==> config.mk <==
export PLATFORM = sky130hd
export DESIGN_NAME = alu_seq_flat
export DESIGN_NICKNAME = d
export VERILOG_FILES = /design/src/rtl/alu_pkg.sv /design/src/rtl/alu_seq_if.sv /design/src/rtl/alu_mul_iter.sv /design/src/rtl/alu_seq.sv /design/src/flat_wrapper.sv
export SDC_FILE = /design/constraint.sdc
export NUM_CORES = 1
export LEC_CHECK = 0
export ABC_AREA = 1
export ABC_CLOCK_PERIOD_IN_PS = 2700
export CAP_MARGIN = 20
export CORE_UTILIZATION = 30
export DETAILED_ROUTE_END_ITERATION = 12
export PLACE_DENSITY = 0.46
export SKIP_LAST_GASP = 1
export SLEW_MARGIN = 30
export SYNTH_ARGS = -nofsm -noshare
export SYNTH_HDL_FRONTEND = slang
export SYNTH_HIERARCHICAL = 1
export SYNTH_SLANG_ARGS = --single-unit
export TNS_END_PERCENT = 10
==> constraint.sdc <==
create_clock -name clk -period 2.7 [get_ports clk]
set_clock_uncertainty 0.1 [all_clocks]
set_input_delay 0.54 -clock clk [delete_from_list [all_inputs] [get_ports clk]]
set_output_delay 0.54 -clock clk [all_outputs]
set_load 0.02 [all_outputs]
==> src/rtl/alu_pkg.sv <==
// Shared definitions for the sequential ALU: opcode map, flag vector layout, FSM encoding.
package alu_pkg;

    localparam logic [3:0] OP_NOP  = 4'b0000;
    localparam logic [3:0] OP_SUB  = 4'b0001;
    localparam logic [3:0] OP_CMP  = 4'b0010;
    localparam logic [3:0] OP_AND  = 4'b0011;
    localparam logic [3:0] OP_OR   = 4'b0100;
    localparam logic [3:0] OP_XOR  = 4'b0101;
    localparam logic [3:0] OP_MOV  = 4'b0110;
    localparam logic [3:0] OP_MOVI = 4'b0111;
    localparam logic [3:0] OP_ADD  = 4'b1000;
    localparam logic [3:0] OP_MUL  = 4'b1001;

    // Packed flag vector layout {C,L,F,Z,N}
    localparam int FLG_N     = 0;
    localparam int FLG_Z     = 1;
    localparam int FLG_F     = 2;
    localparam int FLG_L     = 3;
    localparam int FLG_C     = 4;
    localparam int NUM_FLAGS = 5;

    typedef logic [NUM_FLAGS-1:0] flags_t;

    typedef enum logic {
        ST_IDLE = 1'b0,
        ST_MUL  = 1'b1
    } state_t;

endpackage

==> src/rtl/alu_seq_if.sv <==
// Issue/completion bundle between the controller and the sequential ALU.
interface alu_seq_if #(parameter int WIDTH = 16);

    logic             in_valid;
    logic             in_ready;
    logic [WIDTH-1:0] a;
    logic [WIDTH-1:0] b;
    logic [3:0]       aluControl;
    logic             out_valid;
    logic [WIDTH-1:0] result;
    logic             busy;
    logic             C;
    logic             L;
    logic             F;
    logic             Z;
    logic             N;

    modport master (
        output in_valid, a, b, aluControl,
        input  in_ready, out_valid, result, busy, C, L, F, Z, N
    );

    modport slave (
        input  in_valid, a, b, aluControl,
        output in_ready, out_valid, result, busy, C, L, F, Z, N
    );

endinterface

==> src/rtl/alu_mul_iter.sv <==
// Shift-add multiplier, one partial product per cycle; done/products are valid on the final step's edge.
module alu_mul_iter #(
    parameter int WIDTH = 16
) (
    input  logic             clk,
    input  logic             reset,
    input  logic             start,
    input  logic [WIDTH-1:0] a,
    input  logic [WIDTH-1:0] b,
    output logic             done,
    output logic [WIDTH-1:0] prod_lo,
    output logic             prod_hi_nz
);

    localparam int CW = $clog2(WIDTH + 1);

    logic [2*WIDTH-1:0] mcand;
    logic [2*WIDTH-1:0] acc;
    logic [2*WIDTH-1:0] acc_nxt;
    logic [WIDTH-1:0]   mplier;
    logic [CW-1:0]      cnt;

    always_comb begin
        acc_nxt = acc;
        if (mplier[0]) acc_nxt = acc + mcand;
    end

    always_ff @(posedge clk or negedge reset) begin
        if (!reset) begin
            mcand  <= '0;
            mplier <= '0;
            acc    <= '0;
            cnt    <= '0;
        end else if (start) begin
            mcand  <= {{WIDTH{1'b0}}, a};
            mplier <= b;
            acc    <= '0;
            cnt    <= CW'(WIDTH);
        end else if (cnt != '0) begin
            acc    <= acc_nxt;
            mcand  <= mcand << 1;
            mplier <= mplier >> 1;
            cnt    <= cnt - CW'(1);
        end
    end

    // Products come from acc_nxt so the caller can register them on the same edge the count hits zero.
    assign done       = (cnt == CW'(1));
    assign prod_lo    = acc_nxt[WIDTH-1:0];
    assign prod_hi_nz = |acc_nxt[2*WIDTH-1:WIDTH];

endmodule

==> src/rtl/alu_seq.sv <==
// Registered ALU with valid/ready issue, flag register and optional iterative multiply.
// state   | meaning
// ST_IDLE | accepting ops; single-cycle ops complete on the accept edge
// ST_MUL  | multiply in progress, issue stalled until the last step
module alu_seq
    import alu_pkg::*;
#(
    parameter int WIDTH  = 16,
    parameter bit MUL_EN = 1'b1
) (
    input  logic     clk,
    input  logic     reset,
    alu_seq_if.slave bus
);

    state_t           state;
    state_t           state_nxt;
    logic             accept;
    logic             is_mul;
    logic             mul_start;
    logic             mul_done;
    logic             mul_hi_nz;
    logic             busy;
    logic             ready;
    logic [WIDTH-1:0] mul_lo;
    logic [WIDTH-1:0] res_d;
    logic [WIDTH-1:0] res_q;
    logic [WIDTH:0]   sum;
    logic [WIDTH-1:0] diff;
    flags_t           flg_d;
    flags_t           flg_q;
    logic             vld_q;

    assign is_mul = MUL_EN && (bus.aluControl == OP_MUL);
    assign accept = bus.in_valid && ready;

    always_ff @(posedge clk or negedge reset) begin
        if (!reset) state <= ST_IDLE;
        else        state <= state_nxt;
    end

    always_comb begin
        state_nxt = state;
        case (state)
            ST_IDLE: if (accept && is_mul) state_nxt = ST_MUL;
            ST_MUL:  if (mul_done)         state_nxt = ST_IDLE;
            default:                       state_nxt = ST_IDLE;
        endcase
    end

    always_comb begin
        busy      = (state == ST_MUL);
        ready     = (state == ST_IDLE);
        mul_start = accept && is_mul;
    end

    generate
        if (MUL_EN) begin : g_mul
            alu_mul_iter #(.WIDTH(WIDTH)) u_mul (
                .clk        (clk),
                .reset      (reset),
                .start      (mul_start),
                .a          (bus.a),
                .b          (bus.b),
                .done       (mul_done),
                .prod_lo    (mul_lo),
                .prod_hi_nz (mul_hi_nz)
            );
        end else begin : g_nomul
            assign mul_done  = 1'b0;
            assign mul_lo    = '0;
            assign mul_hi_nz = 1'b0;
        end
    endgenerate

    assign sum  = {1'b0, bus.a} + {1'b0, bus.b};
    assign diff = bus.a - bus.b;

    // Single-cycle datapath; anything not decoded here (incl. MUL when not built) yields 0 and holds flags.
    always_comb begin
        res_d = '0;
        flg_d = flg_q;
        case (bus.aluControl)
            OP_SUB: begin
                res_d        = diff;
                flg_d[FLG_C] = bus.a < bus.b;
                flg_d[FLG_F] = (bus.a[WIDTH-1] != bus.b[WIDTH-1]) && (diff[WIDTH-1] != bus.a[WIDTH-1]);
            end
            OP_CMP: begin
                flg_d[FLG_L] = bus.a < bus.b;
                flg_d[FLG_N] = $signed(bus.a) < $signed(bus.b);
                flg_d[FLG_Z] = bus.a == bus.b;
            end
            OP_AND:  res_d = bus.a & bus.b;
            OP_OR:   res_d = bus.a | bus.b;
            OP_XOR:  res_d = bus.a ^ bus.b;
            OP_MOV:  res_d = bus.b;
            OP_MOVI: res_d = bus.a;
            OP_ADD: begin
                res_d        = sum[WIDTH-1:0];
                flg_d[FLG_C] = sum[WIDTH];
                flg_d[FLG_F] = (bus.a[WIDTH-1] == bus.b[WIDTH-1]) && (sum[WIDTH-1] != bus.a[WIDTH-1]);
            end
            default: res_d = '0;
        endcase
    end

    always_ff @(posedge clk or negedge reset) begin
        if (!reset) begin
            res_q <= '0;
            flg_q <= '0;
            vld_q <= 1'b0;
        end else begin
            vld_q <= 1'b0;
            if (state == ST_MUL && mul_done) begin
                res_q        <= mul_lo;
                flg_q[FLG_C] <= mul_hi_nz;
                vld_q        <= 1'b1;
            end else if (accept && !is_mul) begin
                res_q <= res_d;
                flg_q <= flg_d;
                vld_q <= 1'b1;
            end
        end
    end

    assign bus.in_ready  = ready;
    assign bus.busy      = busy;
    assign bus.out_valid = vld_q;
    assign bus.result    = res_q;
    assign bus.C         = flg_q[FLG_C];
    assign bus.L         = flg_q[FLG_L];
    assign bus.F         = flg_q[FLG_F];
    assign bus.Z         = flg_q[FLG_Z];
    assign bus.N         = flg_q[FLG_N];

endmodule

==> src/flat_wrapper.sv <==
// flat-port wrapper written by rule: the top's interface ports become plain ports
module alu_seq_flat import alu_pkg::*;
#(
    parameter int WIDTH  = 16,
    parameter bit MUL_EN = 1'b1
)
  (clk, reset, bus_in_valid, bus_a, bus_b, bus_aluControl, bus_in_ready, bus_out_valid, bus_result, bus_busy, bus_C, bus_L, bus_F, bus_Z, bus_N);
  alu_seq_if #(.WIDTH(WIDTH)) bus_i ();
  input  logic clk;
  input  logic reset;
  input wire logic [$bits(bus_i.in_valid)-1:0] bus_in_valid;
  input wire logic [$bits(bus_i.a)-1:0] bus_a;
  input wire logic [$bits(bus_i.b)-1:0] bus_b;
  input wire logic [$bits(bus_i.aluControl)-1:0] bus_aluControl;
  output wire logic [$bits(bus_i.in_ready)-1:0] bus_in_ready;
  output wire logic [$bits(bus_i.out_valid)-1:0] bus_out_valid;
  output wire logic [$bits(bus_i.result)-1:0] bus_result;
  output wire logic [$bits(bus_i.busy)-1:0] bus_busy;
  output wire logic [$bits(bus_i.C)-1:0] bus_C;
  output wire logic [$bits(bus_i.L)-1:0] bus_L;
  output wire logic [$bits(bus_i.F)-1:0] bus_F;
  output wire logic [$bits(bus_i.Z)-1:0] bus_Z;
  output wire logic [$bits(bus_i.N)-1:0] bus_N;
  assign bus_i.in_valid = bus_in_valid;
  assign bus_i.a = bus_a;
  assign bus_i.b = bus_b;
  assign bus_i.aluControl = bus_aluControl;
  assign bus_in_ready = bus_i.in_ready;
  assign bus_out_valid = bus_i.out_valid;
  assign bus_result = bus_i.result;
  assign bus_busy = bus_i.busy;
  assign bus_C = bus_i.C;
  assign bus_L = bus_i.L;
  assign bus_F = bus_i.F;
  assign bus_Z = bus_i.Z;
  assign bus_N = bus_i.N;
  alu_seq #(.WIDTH(WIDTH), .MUL_EN(MUL_EN)) u_core (.clk(clk), .reset(reset), .bus(bus_i));
endmodule
* Yosys cells after proc, flatten, opt, wreduce, memory -nomap -nowiden
Index checks and enable logic that the tools add are counted.
** Storage, ports and cells
- Flip-flop bits (word level) :: 108
- Word-level logic and storage cells :: 75
- Output and inout port bits :: 24
- Bits in writable memories :: 0
- Bits in latches :: 0
- Memories kept :: 0
- Memory bits (read-only) :: 0
** Cells by class
- Shift operators :: 0
- $mul :: 0
- Magnitude comparators :: 2
- Bitwise gates (word level) :: 5
- $add $sub $neg :: 4
- Reduce and logical (&&, ||, !) cells :: 16
- Muxes and demuxes :: 23
- Eq/ne operators :: 15
- Div/mod/pow operators :: 0
** Operators with widths (number)
- 2-to-1 mux 32 bit :: 5
- case mux 16 bit (7 select lines) :: 1
- 2-to-1 mux 16 bit :: 4
- adder 32 bit :: 1
- less-than comparator 16 bit :: 2
- adder 16 x 16 -> 17 bit :: 1
- AND 16 bit :: 1
- equality test 16 bit :: 1
- equality test 4 x 3 -> 1 bit (second input constant) :: 4
- bitwise OR 16 bit :: 1
- OR reduction 16 bit :: 1
- subtractor 16 bit :: 1
- XOR 16 bit :: 1
- 2-to-1 mux 5 bit :: 3
- equality test 4 x 2 -> 1 bit (second input constant) :: 2
- equality test 4 bit (second input constant) :: 2
- logical AND 1 bit :: 6
- 2-to-1 mux 1 bit :: 6
- case mux 1 bit (2 select lines) :: 3
- AND reduction 3 bit :: 2
- nonzero test 2 bit :: 3
- equality test 5 x 1 -> 1 bit (second input constant) :: 1
- nonzero test 5 bit :: 1
- subtractor 5 x 1 -> 5 bit (second input constant) :: 1
- other kinds (8) :: 11

* Logic depth before layout (Yosys ltp)
Gate-level depths: netlist of run 1.
- Word-level depth :: 6
- Depth in mapped cells :: 20
- Mapped depth without buffers :: 20

* Modules after synthesis
Netlist of run 1, hierarchy kept.
** Modules (own cells, without submodules)
- alu_mul_iter :: area an instance 6326.1 um2, instances 1, cells an instance 943
- alu_seq :: area an instance 3981.3 um2, instances 1, cells an instance 687

* Least setup slack after synthesis of run 1
No wires, ideal clock.
- Path type :: register to register
- Start point :: register u_core.g_mul.u_mul.mcand[0]
- End point :: register u_core.res_q[12] (netlist: u_core/bus.result[12])
- Clock period less this slack :: 2.335 ns
- Stages on the path, launching flop included :: 15
- Slack :: 0.365 ns
- Arrival :: 2.118 ns
- Required time :: 2.483 ns
- Cell sequence :: dfrtp_1 -> ha_1 -> fa_1 -> nand3_1 -> nand3_1 -> nand2_1 -> nand2_2 -> nand2_1 -> nand2_1 -> xor2_1 -> a21boi_0 -> inv_1 -> a22o_1 -> inv_1 -> nand2_1
** Between the ends
- Cells in the longest elaborated chain, start to end :: 3
** Ends and longest elaborated chain
- from (decl) :: RTL line alu_mul_iter.sv:17 : logic [2*WIDTH-1:0] mcand;
- from (signal assigned) :: RTL line alu_mul_iter.sv:35 : mcand <= {{WIDTH{1'b0}}, a};
- from (signal assigned) :: RTL line alu_mul_iter.sv:41 : mcand <= mcand << 1;
- adder 32 bit :: RTL line alu_mul_iter.sv:25 : if (mplier[0]) acc_nxt = acc + mcand;
- 2-to-1 mux 32 bit :: RTL line alu_mul_iter.sv:25
- net u_core.mul_lo[12] :: RTL line alu_seq.sv:25 : logic [WIDTH-1:0] mul_lo;
- 2-to-1 mux 16 bit :: RTL line alu_seq.sv:115 : if (state == ST_MUL && mul_done) begin
- to (signal assigned) :: RTL line alu_seq.sv:116 : res_q <= mul_lo;
- to (signal assigned) :: RTL line alu_seq.sv:120 : res_q <= res_d;
- to (decl) :: RTL line alu_seq.sv:27 : logic [WIDTH-1:0] res_q;
The timed path passes the listed nets, and every way through them passes these cells.
A chain may end at the register's enable or synchronous reset.

* Final worst setup path of run 1
- Start point :: register u_core.g_mul.u_mul.mcand[0]
- End point :: register u_core.flg_q[4]
** Between the ends
- Cells in the longest elaborated chain, start to end :: 4
** Ends and longest elaborated chain
- adder 32 bit :: RTL line alu_mul_iter.sv:25
- 2-to-1 mux 32 bit :: RTL line alu_mul_iter.sv:25
- OR reduction 16 bit :: RTL line alu_mul_iter.sv:50 : assign prod_hi_nz = |acc_nxt[2*WIDTH-1:WIDTH];
- net u_core.mul_hi_nz :: RTL line alu_seq.sv:22 : logic mul_hi_nz;
- 2-to-1 mux 1 bit :: RTL line alu_seq.sv:115
- to (signal, indexed assignment) :: RTL line alu_seq.sv:117 : flg_q[FLG_C] <= mul_hi_nz;
- to (signal assigned) :: RTL line alu_seq.sv:121 : flg_q <= flg_d;
- to (decl) :: RTL line alu_seq.sv:31 : flags_t flg_q;
The timed path passes the listed nets, and every way through them passes these cells.

==> flow_summary_export.csv, run 1 <==
group,metric,value,unit
status,status,"finished clean",
drt,first_pass_iters,5,
yosys,yosys-top-cells-area,"dfrtp_1, nand2_1, inv_1",
power_and_ir_drop,leakage,7.30,nW
power_and_ir_drop,clkPwrFrac,0.141,
drt,viasPerCell,4.66,
global_routing,grt_pass1_wl,58.9,mm
global_routing,grt_overflow,0,
global_routing,grt_usage,0.215,
yosys,ys_seq_area_frac,0.262,
clock_tree,cts_made_buffers,9,
place,dp_hpwl,29.9,mm
sta,setup_tns,0,ns
setup_path,cpMostUsedCell,"nand2_1",
sta,relSlewSlack,0.470,
power_and_ir_drop,powerDensity,703,nW/µm²
power_and_ir_drop,seqPwrFrac,0.279,
yosys,synth-edff-count,0,
setup_path,endpoint_kind,"register",
floorplanning,start_util,0.306,
floorplanning,die_w,187,µm
global_routing,antenna_found_initial,0,
yosys,ys_top_cells_by_count,"nand2_1, inv_1, nand3_1, dfrtp_1, nor2_1",
clock_tree,cts_hold_buf,0,
sta,rsz0062_at_grt,"yes",
finish,final-instance-count-excl-fill,2310,
global_routing,grt_max_degree,57,
power_and_ir_drop,p_comb_frac,0.580,
finish,drive_gt1_frac,0.179,
sta,period_minus_slack,2.60,ns
power_and_ir_drop,switchingPower,4.32,mW
drt,final_antenna_net_count,0,
yosys,syn_inst,1630,
yosys,synthFlopType,"dfrtp_1",
finish,area_delta_synth_final,31.6,%
clock_tree,path_clk_slew,0.08,ns
sta,setup_viol,0,
power_and_ir_drop,ir_drop,0.000350,V
yosys,netlist_area,10300,µm²
setup_path,cp.arrival,2.75,ns
clock_tree,cts_root_buf,"clkbuf_16",
sta,timing.final.crit_share,0.961,
drt,drc,0,
place,io_buffers,62,
clock_tree,cts_buffer_depth,2,
clock_tree,clkSinkCount,108,
sta,tightest_slew,0.795,ns
clock_tree,h-tree-depth,3,
setup_path,crit_type,"register to register",
power_and_ir_drop,switching_share,0.453,
sta,slew_violations,0,
yosys,syn_nets,1755,
drt,num_vias,10800,
yosys,avgSynthCellArea,6.32,µm²
yosys,synth_area_leader_cell,"dfrtp_1",
clock_tree,cts_tree,"yes",
floorplanning,io_pins,63,
setup_path,crit_fanout,4,
yosys,synth_top_area_frac,0.262,
hold_path,hp-class,"input pin to asynchronous set/reset pin",
yosys,yosys_warnings,6,
drt,drtIter0Drc,631,
sta,hold_violations,0,
yosys,ys_seq_elements,108,
finish,diodes,0,
drt,wl_per_cell,16.0,µm
floorplanning,die_h,187,µm
place,placedCellCount,2290,
yosys,post-synth-top-count-cell,"nand2_1",
place,gp_congestion,0.944,
floorplanning,die_area,35100,µm²
yosys,ys_types,48,
setup_path,path_cells,"ha_2, fa_2, nand3_1, nand3_2, nand2_1, nand2_2, nand2_1, nand2_2, nand2_2, nand2_1, nand2_1, nand3_2, nand2_1, nand2_1, nor2_1, nand3_2, nand2_2, nand3_1",
job,cap_violations,0,
floorplanning,core_area,33700,µm²
setup_path,start_kind,"register",
setup_path,max_stage_delay,0.40,ns
setup_path,cpMaxStageDelayCell,"dfrtp_1",
clock_tree,worstSkewPairLatency,0.37,ns
yosys,async_reset_ff_frac,1.00,
floorplanning,rows,67,
sta,clock.fmax,385,MHz
finish,final_nets,1982,
global_routing,grt_pass1_vias,10800,
setup_path,required,2.86,ns
drt,routed_wirelength,36.8,mm
power_and_ir_drop,cell_internal_pwr,5.22,mW
kinds of logic (layout without fill, tap and decap cells):
family                   Yosys count  count (layout)  synth area share
AO/OA/AOI/OAI                    215             215             0.134
XOR/XNOR                          15              15            0.0127
adder cells (fa/ha/maj)           86              86             0.107
buffers and inverters            347             579             0.134
flip-flops                       108             108             0.262
AND/OR/NAND/NOR                  859             859             0.351
flip-flops by register name, summed over array words and instances (netlist names):
register                   cells
u_core/g_mul.u_mul/mplier     16
u_core/bus.out_valid           1
u_core/flg_q                   5
u_core/g_mul.u_mul/acc        32
u_core/bus.result             16
u_core/bus.busy                1
u_core/g_mul.u_mul/cnt         5
u_core/g_mul.u_mul/mcand      32
final timing paths:
path	start	slack, ns	depth (start not counted)	end
max reg2reg	u_core/g_mul.u_mul/mcand[0]	0.10	18	u_core/flg_q[4]
min reg2reg	u_core/flg_q[1]	0.40	2	u_core/flg_q[1]
min in group clk	u_core/flg_q[1]	0.40	2	u_core/flg_q[1]
max	u_core/g_mul.u_mul/mcand[0]	0.10	18	u_core/flg_q[4]
min	reset	0.15	1	u_core/g_mul.u_mul/acc[1]
max in group asynchronous	reset	1.64	2	u_core/bus.result[13]
metrics by stage:
| step | hold slack (ns) | setup slack [ns] | power [mW] | utilization | area (µm²) |
|---|---|---|---|---|---|
| floorplan | 0.144 | 0.365 | 5.76 | - | 10300 |
| global placement | 0.384 | -0.228 | 7.73 | 0.381 | 12900 |
| detailed placement | 0.390 | -0.253 | 7.77 | 0.381 | 12900 |
| CTS | 0.194 | -0.000204 | 9.16 | 0.390 | 13100 |
| global route | 0.215 | -0.0446 | 10.4 | 0.403 | 13600 |
| finish | 0.154 | 0.105 | 9.53 | 0.403 | 13600 |
what timing repair did:
item                       CTS  global route
pin swaps                    0            12
buffers inserted             0             4
resized for setup            3            74
setup endpoints to repair    1             7
routing by layer:
| layer | global-route usage | up-vias | share of wire | wire (µm) |
|---|---|---|---|---|
| li1 | - | 5623 | - | - |
| met1 | 0.276 | 4973 | 0.47 | 17200 |
| met2 | 0.381 | 139 | 0.49 | 18000 |
| met3 | 0.0221 | 22 | 0.027 | 1010 |
| met4 | 0.0558 | 0 | 0.016 | 595 |
| met5 | 0 | - | 0 | 0 |
area by class of cell:
type | instances | area (µm²)
Fill cell | 3704 | 20100
Clock buffer | 11 | 243
Sequential cell | 108 | 2700
Timing Repair Buffer | 258 | 2240
Tap cell | 448 | 561
Multi-Input combinational cell | 1175 | 6640
Inverter | 305 | 1140
Clock inverter | 5 | 41.3
worst max-delay path, delay by kind of cell, from the launching register on:
family	cells	cell delay (ns)
fa+ha+maj	2	0.59
flops	1	0.40
simple gates	16	1.42
power by group through the flow:
stage / registers, mW / logic [mW] / clock network, mW
after global placement: 2.60 / 5.13 / 0
after floorplan: 2.64 / 3.12 / 0
final: 2.66 / 5.53 / 1.34
after detailed placement: 2.61 / 5.17 / 0
after global routing: 2.74 / 6.17 / 1.45
after CTS: 2.58 / 5.20 / 1.38
layout by cell type (no fill, tap or decap), types with 4 or more instances in the layout:
master,instances
nor3_1,11
a21oi_1,43
xor2_1,12
ha_2,4
nand2_1,559
a22o_1,25
clkbuf_16,9
dfrtp_1,107
inv_2,14
nor2_4,7
a31oi_1,7
ha_4,19
o21ai_0,45
nor2_1,80
o221ai_1,9
buf_4,185
nand3b_1,4
clkdlybuf4s50_1,61
inv_1,291
o22ai_1,45
ha_1,60
nor2_2,21
nand3_2,8
buf_12,12
nand3_1,109
nand2_2,30
o211ai_1,18
o21bai_1,4
nand4_1,14
(Power assumes the default switching activity.)
==> inputs of run 2 (changes only) <==
--- a/config.mk
+++ b/config.mk
@@ -11,6 +11,7 @@
 export CORE_UTILIZATION = 30
 export DETAILED_ROUTE_END_ITERATION = 12
 export PLACE_DENSITY = 0.46
+export REMOVE_ABC_BUFFERS = 1
 export SKIP_LAST_GASP = 1
 export SLEW_MARGIN = 30
 export SYNTH_ARGS = -nofsm -noshare
==> flow_summary_export.csv, run 2 (synthesis gave the netlist of run 1 again) <==
group,metric,value,unit
status,status,"finished clean",
clock_tree,cts_tree,"yes",
power_and_ir_drop,powerDensity,707,nW/µm²
power_and_ir_drop,switching_share,0.441,
sta,hold_violations,0,
power_and_ir_drop,switchingPower,4.36,mW
sta,relSlewSlack,0.574,
setup_path,crit_buf_inv,1,
clock_tree,h-tree-depth,3,
clock_tree,path_clk_slew,0.08,ns
place,placedCellCount,2341,
setup_path,crit_end,"u_core/flg_q[4]",
global_routing,grt_pass1_vias,10800,
setup_path,required,2.85,ns
drt,drc,0,
finish,reg_top3,"u_core/g_mul.u_mul/acc: 32 flops, u_core/g_mul.u_mul/mcand: 32 flops",
job,cap_violations,0,
drt,wl_per_cell,16.0,µm
drt,viasPerCell,4.62,
sta,rsz0062_at_grt,"yes",
sta,slew_violations,0,
finish,final-instance-count-excl-fill,2361,
global_routing,grt_usage,0.217,
place,dp_hpwl,30.2,mm
clock_tree,cts_root_buf,"clkbuf_16",
drt,num_vias,10900,
place,post_dp_cell_area,13200,µm²
hold_path,hp-class,"input pin to asynchronous set/reset pin",
power_and_ir_drop,ir_drop,0.000321,V
power_and_ir_drop,cell_internal_pwr,5.52,mW
floorplanning,start_util,0.306,
power_and_ir_drop,seqPwrFrac,0.271,
setup_path,path_cells,"ha_2, fa_2, nand3_2, nand3_2, nand2_1, nand2_2, buf_4, nand2_1, nand2_2, nand2_2, nand2_1, nand2_1, nand3_1, nand2_1, nand2_1, nor2_2, nand3_2, nand2_2, nand3_1",
setup_path,crit_fanout,3,
finish,final_nets,2034,
power_and_ir_drop,clkPwrFrac,0.136,
finish,area_delta_synth_final,35.4,%
setup_path,cp.depth,19,
setup_path,endpoint_kind,"register",
setup_path,startpoint,"u_core/g_mul.u_mul/mcand[0]",
floorplanning,die_h,187,µm
floorplanning,rows,67,
clock_tree,cts_buffer_depth,2,
place,gp_congestion,0.913,
sta,worst_hold_slack,0.141,ns
clock_tree,clkSinkCount,108,
sta,period_minus_slack,2.59,ns
drt,final_antenna_net_count,0,
place,io_buffers,62,
drt,routed_wirelength,37.7,mm
sta,timing.final.crit_share,0.961,
setup_path,timing.rr.end,"u_core/flg_q[4]",
clock_tree,worstSkewPairLatency,0.36,ns
setup_path,crit_type,"register to register",
setup_path,start_kind,"register",
floorplanning,io_pins,63,
sta,clock.fmax,385,MHz
global_routing,grt_pass1_wl,60.0,mm
setup_path,cpMostUsedCell,"nand2_1",
power_and_ir_drop,leakage,7.55,nW
setup_path,reg2reg_slack,0.11,ns
setup_path,cpMaxStageDelayCell,"dfrtp_1",
drt,first_pass_iters,5,
floorplanning,die_w,187,µm
setup_path,max_stage_delay,0.38,ns
finish,diodes,0,
global_routing,antenna_found_initial,0,
power_and_ir_drop,p_comb_frac,0.593,
sta,setup_viol,0,
global_routing,grt_overflow,0,
setup_path,r2r-start,"u_core/g_mul.u_mul/mcand[0]",
drt,drtIter0Drc,641,
floorplanning,core_area,33700,µm²
sta,setup_tns,0,ns
finish,stdcell_area,14000,µm²
floorplanning,die_area,35100,µm²
global_routing,grt_max_degree,109,
setup_path,cp.arrival,2.74,ns
setup_path,cpLargestDelayFamily,"simple AND/OR/NAND/NOR gates",
clock_tree,cts_made_buffers,9,
finish,drive_gt1_frac,0.204,
finish,final_common_cell,"nand2_1",
finish,final_cell_mix,"nand2_1, inv_1, buf_4",
sta,tightest_slew,0.639,ns
setup_path,ff2ff_path_depth,19,
## run 2: stage by stage
step                      setup slack (ns)  utilization  power, mW
after floorplan                      -1.22            -       5.67
final                                0.106        0.414       9.87
after detailed placement            -0.283        0.392       8.07
after CTS                          -0.0543        0.401       9.49
after global placement              -0.245        0.392       8.04
after global routing               -0.0647        0.414       10.7
## run 2: repair_timing
item / in CTS / in global routing
endpoints found under the setup margin: 2 / 9
hold buffers: 0 / 0
pin swaps: 1 / 7
gates resized for setup: 5 / 73
setup buffers: 0 / 5
## run 2: worst min path at each step
stage	start	to	slack, ns	cells after the start
final	reset	u_core/g_mul.u_mul/acc[21]	0.14	2
after global placement	u_core/g_mul.u_mul/mplier[2]	u_core/g_mul.u_mul/mplier[1]	0.38	2
after floorplan	reset	u_core/bus.busy	0.14	0
after CTS	reset	u_core/g_mul.u_mul/acc[19]	0.19	2
after detailed placement	u_core/flg_q[1]	u_core/flg_q[1]	0.38	2
after global routing	reset	u_core/g_mul.u_mul/acc[21]	0.20	2
## run 2: power by group through the flow
| stage | Combinational, mW | Sequential, mW | Clock [mW] |
|---|---|---|---|
| global route | 6.51 | 2.74 | 1.44 |
| finish | 5.86 | 2.68 | 1.34 |
| floorplan | 2.99 | 2.68 | 0 |
| CTS | 5.52 | 2.59 | 1.38 |
| global placement | 5.44 | 2.60 | 0 |
| detailed placement | 5.46 | 2.61 | 0 |
## run 2: routing by layer
metal,wire length [µm],vias up,global-route usage
met5,0,-,0
met4,788,0,0.0533
met3,825,39,0.0171
met2,18600,163,0.389
met1,17500,4994,0.281
li1,-,5703,-
## run 2: cell type report
| cell class | instances | area, µm² |
|---|---|---|
| clock buffer | 11 | 253 |
| clock inverter | 4 | 32.5 |
| fill | 3665 | 19700 |
| inverter | 305 | 1140 |
| multi-input combinational | 1175 | 6650 |
| sequential | 108 | 2700 |
| tap | 448 | 561 |
| timing repair buffer | 310 | 2620 |
## run 2: worst register-to-register path, stage by stage, from the launching register on
cell,delay [ns]
dfrtp_1,0.38
ha_2,0.20
fa_2,0.38
nand3_2,0.07
nand3_2,0.07
nand2_1,0.08
nand2_2,0.07
buf_4,0.15
nand2_1,0.07
nand2_2,0.07
nand2_2,0.09
nand2_1,0.05
nand2_1,0.05
nand3_1,0.07
nand2_1,0.08
nand2_1,0.08
nor2_2,0.10
nand3_2,0.13
nand2_2,0.10
nand3_1,0.08
